## src/rtl/semaforo_pkg.sv

```systemverilog
// rtl/semaforo_pkg.sv - light codes, FSM state codes and sizing helper shared by the traffic-light stages
package semaforo_pkg;

    localparam logic [1:0] ROJO     = 2'b00;
    localparam logic [1:0] AMARILLO = 2'b01;
    localparam logic [1:0] VERDE    = 2'b10;

    typedef enum logic [1:0] {
        A_VERDE    = 2'b00,
        A_AMARILLO = 2'b01,
        B_VERDE    = 2'b10,
        B_AMARILLO = 2'b11
    } estado_t;

    function automatic int max4(input int a, input int b, input int c, input int d);
        int m;
        m = a;
        if (b > m) m = b;
        if (c > m) m = c;
        if (d > m) m = d;
        return m;
    endfunction

endpackage

```

## src/rtl/contador_fase.sv

```systemverilog
// rtl/contador_fase.sv - enable-gated dwell counter with synchronous clear
module contador_fase #(
    parameter int W = 4
) (
    input  logic         clk,
    input  logic         clr_i,
    input  logic         en_i,
    output logic [W-1:0] cuenta_o
);

    logic [W-1:0] cuenta_q;

    // Clear wins over enable so a reset or transition zeroes the count even while frozen.
    always_ff @(posedge clk) begin
        if (clr_i) begin
            cuenta_q <= '0;
        end else if (en_i) begin
            cuenta_q <= cuenta_q + 1'b1;
        end
    end

    assign cuenta_o = cuenta_q;

endmodule

```

## src/rtl/semaforo_vehicular.sv

```systemverilog
// rtl/semaforo_vehicular.sv - two-road vehicular light FSM with A priority and B request sensor
import semaforo_pkg::*;

module semaforo_vehicular #(
    parameter int T_VERDE_MIN = 4,
    parameter int T_VERDE_MAX = 8,
    parameter int T_VERDE_B   = 4,
    parameter int T_AMARILLO  = 2
) (
    input  logic       clk,
    input  logic       reset,
    input  logic       enb,
    input  logic       sensor_B,
    output logic [1:0] semaforo_A,
    output logic [1:0] semaforo_B,
    output logic [1:0] fase
);

    localparam int W = $clog2(max4(T_VERDE_MIN, T_VERDE_MAX, T_VERDE_B, T_AMARILLO)) + 1;

    localparam logic [W-1:0] LIM_MIN = W'(T_VERDE_MIN - 1);
    localparam logic [W-1:0] LIM_MAX = W'(T_VERDE_MAX - 1);
    localparam logic [W-1:0] LIM_B   = W'(T_VERDE_B - 1);
    localparam logic [W-1:0] LIM_AM  = W'(T_AMARILLO - 1);

    if (T_VERDE_MIN < 1 || T_VERDE_MAX < 1 || T_VERDE_B < 1 || T_AMARILLO < 1) begin : g_err_min
        $error("semaforo_vehicular: all dwell parameters must be >= 1");
    end
    if (T_VERDE_MIN > T_VERDE_MAX) begin : g_err_orden
        $error("semaforo_vehicular: T_VERDE_MIN must not exceed T_VERDE_MAX");
    end

    estado_t      state_q, state_d;
    logic         avanzar;
    logic [W-1:0] cuenta;

    contador_fase #(.W(W)) u_contador (
        .clk      (clk),
        .clr_i    (reset | (enb & avanzar)),
        .en_i     (enb),
        .cuenta_o (cuenta)
    );

    always_comb begin
        state_d = state_q;
        avanzar = 1'b0;
        case (state_q)
            A_VERDE: begin
                // Max dwell forces the change; the sensor only counts once min dwell is reached.
                if (cuenta == LIM_MAX || (cuenta >= LIM_MIN && sensor_B)) begin
                    state_d = A_AMARILLO;
                    avanzar = 1'b1;
                end
            end
            A_AMARILLO: begin
                if (cuenta == LIM_AM) begin
                    state_d = B_VERDE;
                    avanzar = 1'b1;
                end
            end
            B_VERDE: begin
                if (cuenta == LIM_B) begin
                    state_d = B_AMARILLO;
                    avanzar = 1'b1;
                end
            end
            B_AMARILLO: begin
                if (cuenta == LIM_AM) begin
                    state_d = A_VERDE;
                    avanzar = 1'b1;
                end
            end
            default: begin
                state_d = A_VERDE;
                avanzar = 1'b1;
            end
        endcase
    end

    always_ff @(posedge clk) begin
        if (reset) begin
            state_q <= A_VERDE;
        end else if (enb) begin
            state_q <= state_d;
        end
    end

    always_comb begin
        semaforo_A = ROJO;
        semaforo_B = ROJO;
        case (state_q)
            A_VERDE:    semaforo_A = VERDE;
            A_AMARILLO: semaforo_A = AMARILLO;
            B_VERDE:    semaforo_B = VERDE;
            B_AMARILLO: semaforo_B = AMARILLO;
            default: begin
                semaforo_A = ROJO;
                semaforo_B = ROJO;
            end
        endcase
    end

    assign fase = state_q;

endmodule

```

## config.mk

```make
export PLATFORM = sky130hd
export DESIGN_NAME = semaforo_vehicular
export DESIGN_NICKNAME = d
export VERILOG_FILES = /design/src/rtl/semaforo_pkg.sv /design/src/rtl/contador_fase.sv /design/src/rtl/semaforo_vehicular.sv
export SDC_FILE = /design/constraint.sdc
export NUM_CORES = 1
export LEC_CHECK = 0
export ABC_AREA = 0
export CAP_MARGIN = 20
export CORE_MARGIN = 5
export CORE_UTILIZATION = 35
export DETAILED_ROUTE_END_ITERATION = 10
export GPL_ROUTABILITY_DRIVEN = 0
export PLACE_DENSITY_LB_ADDON = 0.1
export SLEW_MARGIN = 20
export SYNTH_ARGS = -nofsm -noshare
export SYNTH_HDL_FRONTEND = slang
export SYNTH_SLANG_ARGS = --single-unit
```

## constraint.sdc

```tcl
create_clock -name clk -period 4.1 [get_ports clk]
set_input_delay 0.82 -clock clk [delete_from_list [all_inputs] [get_ports clk]]
set_output_delay 0.82 -clock clk [all_outputs]
set_load 0.02 [all_outputs]
```

# ---- Yosys cells after proc, flatten, opt, wreduce, memory -nomap -nowiden
# Cells that the tools add are included.
dict set report word_totals {
  wordCells 32
  regBits 6
  in_bits 4
  out_inout_bits 6
}
dict set report op_classes {
  n_reduce_logical 5
  addsub 1
  n_mux 11
  bitwise_logic 2
  eq_ne 10
  n_lt_le_gt_ge 1
}
# op n
set op_table {}
lappend op_table {{$mux W2} 4}
lappend op_table {{$ne A2 B2 Y1 const B} 4}
lappend op_table {{$pmux W2 S2} 2}
lappend op_table {{$pmux W2 S4} 1}
lappend op_table {{$reduce_and A5 Y1} 1}
lappend op_table {{$add A4 B1 Y4 const B} 1}
lappend op_table {{$eq A2 B2 Y1 const B} 2}
lappend op_table {{$eq A4 B1 Y1 const B} 1}
lappend op_table {{$eq A4 B2 Y1 const B} 1}
lappend op_table {{$eq A4 B3 Y1 const B} 1}
lappend op_table {{$ge A4 B2 Y1 const B} 1}
lappend op_table {{$mux W1} 3}
lappend op_table {{$pmux W1 S3} 1}
lappend op_table {{$eq A2 B1 Y1 const B} 1}
lappend op_table {{$logic_not A2 Y1} 1}
lappend op_table {{$reduce_or A2 Y1} 1}
lappend op_table {{$and A1 B1 Y1} 1}
lappend op_table {{$logic_and A1 B1 Y1} 1}
lappend op_table {{$logic_or A1 B1 Y1} 1}
lappend op_table {{$or A1 B1 Y1} 1}

# ---- Logic depth before layout (Yosys ltp)
# Gate-level depths: netlist of the first run.
dict set report depth {
  word_depth 7
  depth_mapped 6
  depth_no_buf 6
}

# ---- By module
# From an unflattened synthesis of the first run, not the netlist that was laid out.
dict set report unflattened {
  cells_unflattened 47
  hier_area_um2 466.7
}
# module n_inst cells_per_inst seq_area_each_um2 area_per_inst_um2
set modules_own_cells {}
lappend modules_own_cells {semaforo_vehicular 1 31 40.0 287.8}
lappend modules_own_cells {contador_fase 1 16 80.1 178.9}

# ---- Worst setup path before layout of the first run
# No wires, ideal clock.
dict set report synth_path {
  path_type {flip-flop to output port}
  startpoint {register state_q[0], in the netlist fase[0]}
  endpoint {output port semaforo_A[1]}
  n_path_buf 0
  slack_ns 2.346
  arrival_ns 0.934
  path_stages_with_launch 3
  t_required_ns 3.280
  cell_sequence {dfxtp_1 -> inv_1 -> ha_1}
}
dict set report synth_between {
  elab_chain_cells 2
  word_cells_on_any_way 3
  cone_classes {eq/ne: 1; mux: 1; reduce/logical: 1}
}
# item line_no
set synth_rtl {}
lappend synth_rtl {{start, declared} semaforo_vehicular.sv:33} ;# estado_t state_q, state_d;
lappend synth_rtl {{start signal, assigned} semaforo_vehicular.sv:84} ;# state_q <= state_d;
lappend synth_rtl {{$eq A2 B1 Y1 or $logic_not A2 Y1 (tied branches)} semaforo_vehicular.sv:91} ;# case (state_q)
lappend synth_rtl {{$pmux W2 S2 *} semaforo_vehicular.sv:91}
lappend synth_rtl {{end, declared} semaforo_vehicular.sv:14} ;# output logic [1:0] semaforo_A,
# Mark *: on every way between the ends. The rest lies on a longest branch, timed or not.

# ---- Final worst setup path of the first run
# Ends and elaborated chain as after synthesis.

==> summary.txt, run 1 <==
Synthesis
  – Ys flop type: dfxtp_1
  – Yosys reg bits: 6
  – Sequential share of the synthesized area: 25.74%
  – Post-synth top area cell: dfxtp_1
  – Share of the synthesized area in the top cell type: 25.74%
  – Main area contributors after synthesis: dfxtp_1 (26%), ha_1 (21%), nor3b_2 (5.4%)
  – Cell count after synthesis: 49
  – Avg Synthesized Cell Area: 9.524 um2
  – Synth unique cells: 24
  – Mapped cell area: 466.7 um2
  – Synth warn: 0
  – Asr flop ratio synth: 0%
  – Post-synth EDFFs: 0
  – Syn nets: 61

Clock network
  – H-tree lvl count: 1
  – Clk pin slew, worst setup/hold paths: 0.04 ns
  – Clock Latency Late Sink: 0.24 ns
  – Clock sink total: 6
  – Setup bufs post-CTS: 0
  – Clock Path Buffers: 2
  – Hold_buf cts: 0
  – Post-cts sizing count: 0
  – Number of CTS-inserted buffers: 3
  – Clock root cell: clkbuf_4
  – CTS tree: done

Critical path
  – Critical Path Source: fase[0]$_SDFFE_PP0P_
  – Worst r2r path cells: 6
  – CP Cell Sequence: inv_1 -> ha_1 -> clkdlybuf4s50_1
  – FF-to-FF End: fase[0]$_SDFFE_PP0P_
  – Worst reg2reg startpoint: fase[1]$_SDFFE_PP0P_
  – Startpoint Class: flop
  – Delay of the slowest critical-path stage: 0.63 ns
  – Crit end category: primary output
  – Worst EP arrival: 1.58 ns
  – CP max-delay cell: clkdlybuf4s50_1
  – Crit Path Category: flop to primary output
  – Crit path max fanout: 5
  – R2R Setup Slk: 2.55 ns
  – Critical Path RT: 3.28 ns

Min path
  – Worst hold stages: 2
  – Hold EP: u_contador.cuenta_o[0]$_SDFFE_PP0P_
  – Worst hold start: u_contador.cuenta_o[0]$_SDFFE_PP0P_
  – Worst min-delay path category: flop to flop

Timing
  – Max Clock Freq: 417.3 MHz
  – Hold Violations, Final: 0
  – Min Hold Slack: 0.5423 ns
  – Clock Skews: 0.002714 ns
  – Measured slew at the worst slew-check pin: 0.3420 ns
  – RSZ-0062 raised after global routing: no
  – Final setup viols: 0
  – Final Max Tran Viols: 0
  – Slew headroom: 77.13%
  – Min Tclk post-route: 2.396 ns
  – Setup TNS: 0 ns
  – Tcrit/Tclk final: 58.45%

Power and ir drop
  – Int Pwr: 0.0001081 W
  – Sequential share of power: 44.5%
  – Net Sw Frac: 26.08%
  – LEAKAGE: 0.2365 nW
  – Max IR drop VDD: 0.0001351 V
  – Net Switching: 0.00003814 W
  – Clock network power share: 37.1%
  – Logic gate share of total power: 18.5%
  – Power per standard cell area: 248.2 nW/um2

Job
  – Max-cap viol count: 0

Cells and area
  – Antenna Cells: 0
  – Final Net Count: 73
  – Syn-to-layout area delta: 26.27%
  – Cell area after layout: 589.3 um2
  – Share of cells above drive strength 1: 15.25%

Floorplanning
  – Rows: 13
  – Die height: 46.52 um
  – # IOs: 10
  – Core Area: 1285 um2
  – Initial core utilization: 36.32%
  – DIE AREA: 2164 um2
  – Die X: 46.52 um

Drt
  – Antenna-violating nets left: 0
  – Routed WL: 840 um
  – Wire per inst: 11.35 um
  – Via density: 5.027
  – DRT iter0 DRCs: 4
  – Drt drc: 0
  – Vias: 372
  – Total iterations of the first detailed-routing run: 3

Placement
  – Sum of net half-perimeters after detailed placement: 676.8 um
  – Port Buf Inserts: 9
  – Area after DPL: 566.8 um2

Global routing
  – First-pass GRT wire length: 1490 um
  – Global route overflow: 0
  – GRT Total Usage: 9.716%
  – Largest net degree at the start of global routing: 11
  – Vias in the first global route: 363
  – Initial antenna violation count: 0

Status
  – Status: completed
==> Yosys cell counts, drive strengths merged (2+ instances only) <==
| master | instances |
|---|---|
| ha | 8 |
| dfxtp | 6 |
| inv | 4 |
| a211oi | 3 |
| nand2b | 3 |
| a21oi | 2 |
| buf | 2 |
| nand2 | 2 |
| nor2 | 2 |
| nor3b | 2 |
| o21ai | 2 |
| o22ai | 2 |
| xor2 | 2 |
==> critical path, delay by kind of cell (launching register included) <==
kind                     cells  cell delay, ns
buffers and inverters        2            0.76
adder cells (fa/ha/maj)      1            0.24
flip-flops                   1            0.34
==> how the worst max path moves through the flow <==
stage / end / slack (ns)
global route: semaforo_A[1] / 1.58
detailed placement: fase[0]$_SDFFE_PP0P_ / 1.92
floorplan: semaforo_A[1] / 2.35
global placement: fase[0]$_SDFFE_PP0P_ / 1.89
CTS: semaforo_A[1] / 1.68
finish: semaforo_A[1] / 1.70
==> power groups by stage <==
stage          logic (W)  clock network (W)  registers (W)
6_report       0.0000270          0.0000542      0.0000650
5_1_grt        0.0000300          0.0000620      0.0000655
4_1_cts        0.0000271          0.0000569      0.0000651
3_5_place_dp   0.0000269                  0      0.0000662
3_3_place_gp   0.0000269                  0      0.0000661
2_1_floorplan  0.0000185                  0      0.0000658
==> cells by family (layout without fill, tap and decap cells) <==
family	count (synthesis)	count (layout)	synth area share [%]
buf+inv	6	16	5.091
mux	1	1	2.145
compound gates	14	14	24.66
fa+ha+maj	8	8	21.45
flops	6	6	25.74
xor+xnor	2	2	3.754
simple gates	12	12	17.16
==> per-stage QoR <==
step	setup slack [ns]	utilization [%]	std cells	power, W
detailed placement	1.919	44.11	71	0.00009309
floorplan	2.346	-	49	0.00008427
CTS	1.683	45.86	74	0.0001491
global route	1.575	45.86	74	0.0001575
global placement	1.892	44.11	71	0.00009305
finish	1.704	45.86	74	0.0001463
==> area by class of cell <==
cell class                      count  area, um2
Fill cell                         137      695.7
Multi-Input combinational cell     37      322.8
Sequential cell                     6      120.1
Timing Repair Buffer                9      90.09
Clock buffer                        3      22.52
Tap cell                           15      18.77
Inverter                            4      15.01
==> state kept, by name, summed over array words and instances (netlist names) <==
register             flops
u_contador.cuenta_o      4
fase                     2
==> per-layer routing <==
metal  global-route usage (%)  share of wire (%)
met5                        0                  0
met4                    1.136                  0
met3                    6.641                8.3
met2                    15.38                 44
met1                    11.03                 47
==> cells in the final DEF (no fill, tap or decap), drive strengths merged, types with 2 or more instances in the layout <==
| master | Yosys | routed |
|---|---|---|
| clkbuf | 0 | 3 |
| xor2 | 2 | 2 |
| ha | 8 | 8 |
| a21oi | 2 | 2 |
| dfxtp | 6 | 6 |
| o22ai | 2 | 2 |
| nor2 | 2 | 2 |
| clkdlybuf4s50 | 0 | 9 |
| nand2 | 2 | 2 |
| o21ai | 2 | 2 |
| a211oi | 3 | 3 |
| inv | 4 | 4 |
| nand2b | 3 | 3 |
| nor3b | 2 | 2 |
No activity file was read; power rests on OpenSTA's default activity.
==> run 2: changes to the inputs <==
==> constraint.sdc (replaced) <==
create_clock -name clk -period 2.1 [get_ports clk]
set_input_delay 0.42 -clock clk [delete_from_list [all_inputs] [get_ports clk]]
set_output_delay 0.42 -clock clk [all_outputs]
set_load 0.02 [all_outputs]
==> summary.txt, run 2 (synthesis results as in run 1) <==
Floorplanning
  – Die X: 46.52 um (unchanged)
  – Initial core utilization: 36.32% (unchanged)
  – Rows: 13 (unchanged)
  – DIE AREA: 2164 um2 (unchanged)
  – Core Area: 1285 um2 (unchanged)
  – Die height: 46.52 um (unchanged)
  – # IOs: 10 (unchanged)

Timing
  – Max Clock Freq: 505.9 MHz
  – Clock Skews: 0.003227 ns (+0.0005132 ns)
  – Final Max Tran Viols: 0 (unchanged)
  – Tcrit/Tclk final: 94.13%
  – Slew headroom: 77.26% (+0.13 points)
  – Final setup viols: 0 (unchanged)
  – Measured slew at the worst slew-check pin: 0.3400 ns (-0.001976 ns)
  – RSZ-0062 raised after global routing: no
  – Setup TNS: 0 ns (unchanged)
  – Min Tclk post-route: 1.977 ns
  – Hold Violations, Final: 0 (unchanged)

Cells and area
  – Final Core Density: 46.06% (+0.19 points)
  – Max reg flops: 4 (unchanged)
  – Cell area after layout: 591.8 um2 (+0.42%)
  – Share of cells above drive strength 1: 15.25% (unchanged)
  – Syn-to-layout area delta: 26.81%
  – Antenna Cells: 0 (unchanged)
  – Final Net Count: 73 (unchanged)
  – Most frequent cells in the layout: ha_1 (8), clkdlybuf4s50_1 (8), dfxtp_1 (6)
  – FILL cells: 136 (-0.73%)

Clock network
  – Setup bufs post-CTS: 0 (unchanged)
  – Clock Latency Late Sink: 0.25 ns (about the same)
  – Clk pin slew, worst setup/hold paths: 0.04 ns (about the same)
  – Clock root cell: clkbuf_4
  – Clock sink total: 6 (unchanged)
  – Clock Path Buffers: 2 (unchanged)
  – Hold_buf cts: 0 (unchanged)
  – Number of CTS-inserted buffers: 3 (unchanged)
  – CTS tree: done
  – Post-cts sizing count: 0 (unchanged)
  – H-tree lvl count: 1 (unchanged)

Drt
  – Via density: 4.986 (-0.81%)
  – Routed WL: 840 um (unchanged)
  – Vias: 369 (-0.81%)
  – Wire per inst: 11.35 um (unchanged)
  – Drt drc: 0 (unchanged)
  – Antenna-violating nets left: 0 (unchanged)
  – DRT iter0 DRCs: 4 (unchanged)
  – Total iterations of the first detailed-routing run: 2 (-1)

Critical path
  – Crit end category: primary output
  – Worst EP arrival: 1.56 ns (-0.02 ns)
  – Critical Path RT: 1.68 ns (-1.60 ns)
  – Crit Path Category: flop to primary output
  – Crit path max fanout: 5 (unchanged)
  – Startpoint Class: flop

Placement
  – Sum of net half-perimeters after detailed placement: 676.8 um (unchanged)
  – Port Buf Inserts: 9 (unchanged)
  – Area after DPL: 566.8 um2 (unchanged)

Global routing
  – Vias in the first global route: 363 (unchanged)
  – Initial antenna violation count: 0 (unchanged)
  – GRT Total Usage: 9.716% (unchanged)
  – First-pass GRT wire length: 1490 um (unchanged)
  – Global route overflow: 0 (unchanged)
  – Largest net degree at the start of global routing: 11 (unchanged)

Min path
  – Worst min-delay path category: flop to flop

Power and ir drop
  – Power per standard cell area: 482.9 nW/um2 (+95%)
  – LEAKAGE: 0.2364 nW (about the same)
  – Max IR drop VDD: 0.0002641 V (+95%)

Job
  – Max-cap viol count: 0 (unchanged)

Status
  – Status: completed
[run 2: cell count changes in the layout (fill, tap and decap cells not counted)]
cell             delta
dlymetal6s2s_1      +1
clkdlybuf4s50_1     -1
[run 2: final cells by class]
type / instances / area [um2] / share of cell area, %
flip-flops and latches: 6 / 120.1 / 20.30
repair buffers: 9 / 92.59 / 15.64
clock buffers: 3 / 22.52 / 3.805
well taps: 15 / 18.77 / 3.171
inverters: 4 / 15.01 / 2.537
multi-input cells: 37 / 322.8 / 54.55
[run 2: where the power goes]
part	internal [W]	switching (W)
combinational	0.0000263	0.0000262
sequential	0.000120	0.00000694
clock	0.0000646	0.0000418
total	0.000211	0.0000749
[run 2: path summary, 6_finish.rpt]
kind | from | end | slack (ns) | cells past startpoint
max | fase[0]$_SDFFE_PP0P_ | semaforo_B[1] | 0.12 | 3
min | u_contador.cuenta_o[0]$_SDFFE_PP0P_ | u_contador.cuenta_o[0]$_SDFFE_PP0P_ | 0.54 | 2
max reg2reg | fase[1]$_SDFFE_PP0P_ | fase[0]$_SDFFE_PP0P_ | 0.55 | 6
min reg2reg | u_contador.cuenta_o[0]$_SDFFE_PP0P_ | u_contador.cuenta_o[0]$_SDFFE_PP0P_ | 0.54 | 2
[run 2: stage by stage]
| step | setup slack [ns] | total power, W | hold WS (ns) | cells |
|---|---|---|---|---|
| floorplan | 0.4203 | 0.0001645 | 0.5006 | 49 |
| global placement | 0.2918 | 0.0001817 | 0.5387 | 71 |
| detailed placement | 0.3190 | 0.0001818 | 0.5434 | 71 |
| CTS | 0.08298 | 0.0002910 | 0.5487 | 74 |
| global route | 0.02160 | 0.0003074 | 0.5972 | 74 |
| finish | 0.1233 | 0.0002858 | 0.5426 | 74 |
[run 2: metal layers]
| metal | part of all wire (%) | global-route usage [%] | wire [um] |
|---|---|---|---|
| met4 | 0 | 1.136 | 0 |
| met5 | 0 | 0 | 0 |
| met3 | 8.3 | 6.641 | 70 |
| met1 | 48 | 11.03 | 399 |
| met2 | 44 | 15.38 | 370 |
[run 2: critical path: stages (launching register included)]
cell and delay, ns:
dfxtp_1 0.34, inv_1 0.13, ha_1 0.22, clkdlybuf4s50_1 0.62
==> run 3: changes to the inputs <==
--- a/config.mk
+++ b/config.mk
@@ -9,6 +9,7 @@
 export CAP_MARGIN = 20
 export CORE_MARGIN = 5
 export CORE_UTILIZATION = 35
+export CTS_CLUSTER_SIZE = 28
 export DETAILED_ROUTE_END_ITERATION = 10
 export GPL_ROUTABILITY_DRIVEN = 0
 export PLACE_DENSITY_LB_ADDON = 0.1
==> results of run 3 <==
No change in the layout: final DEF, timing and power equal those of run 2.
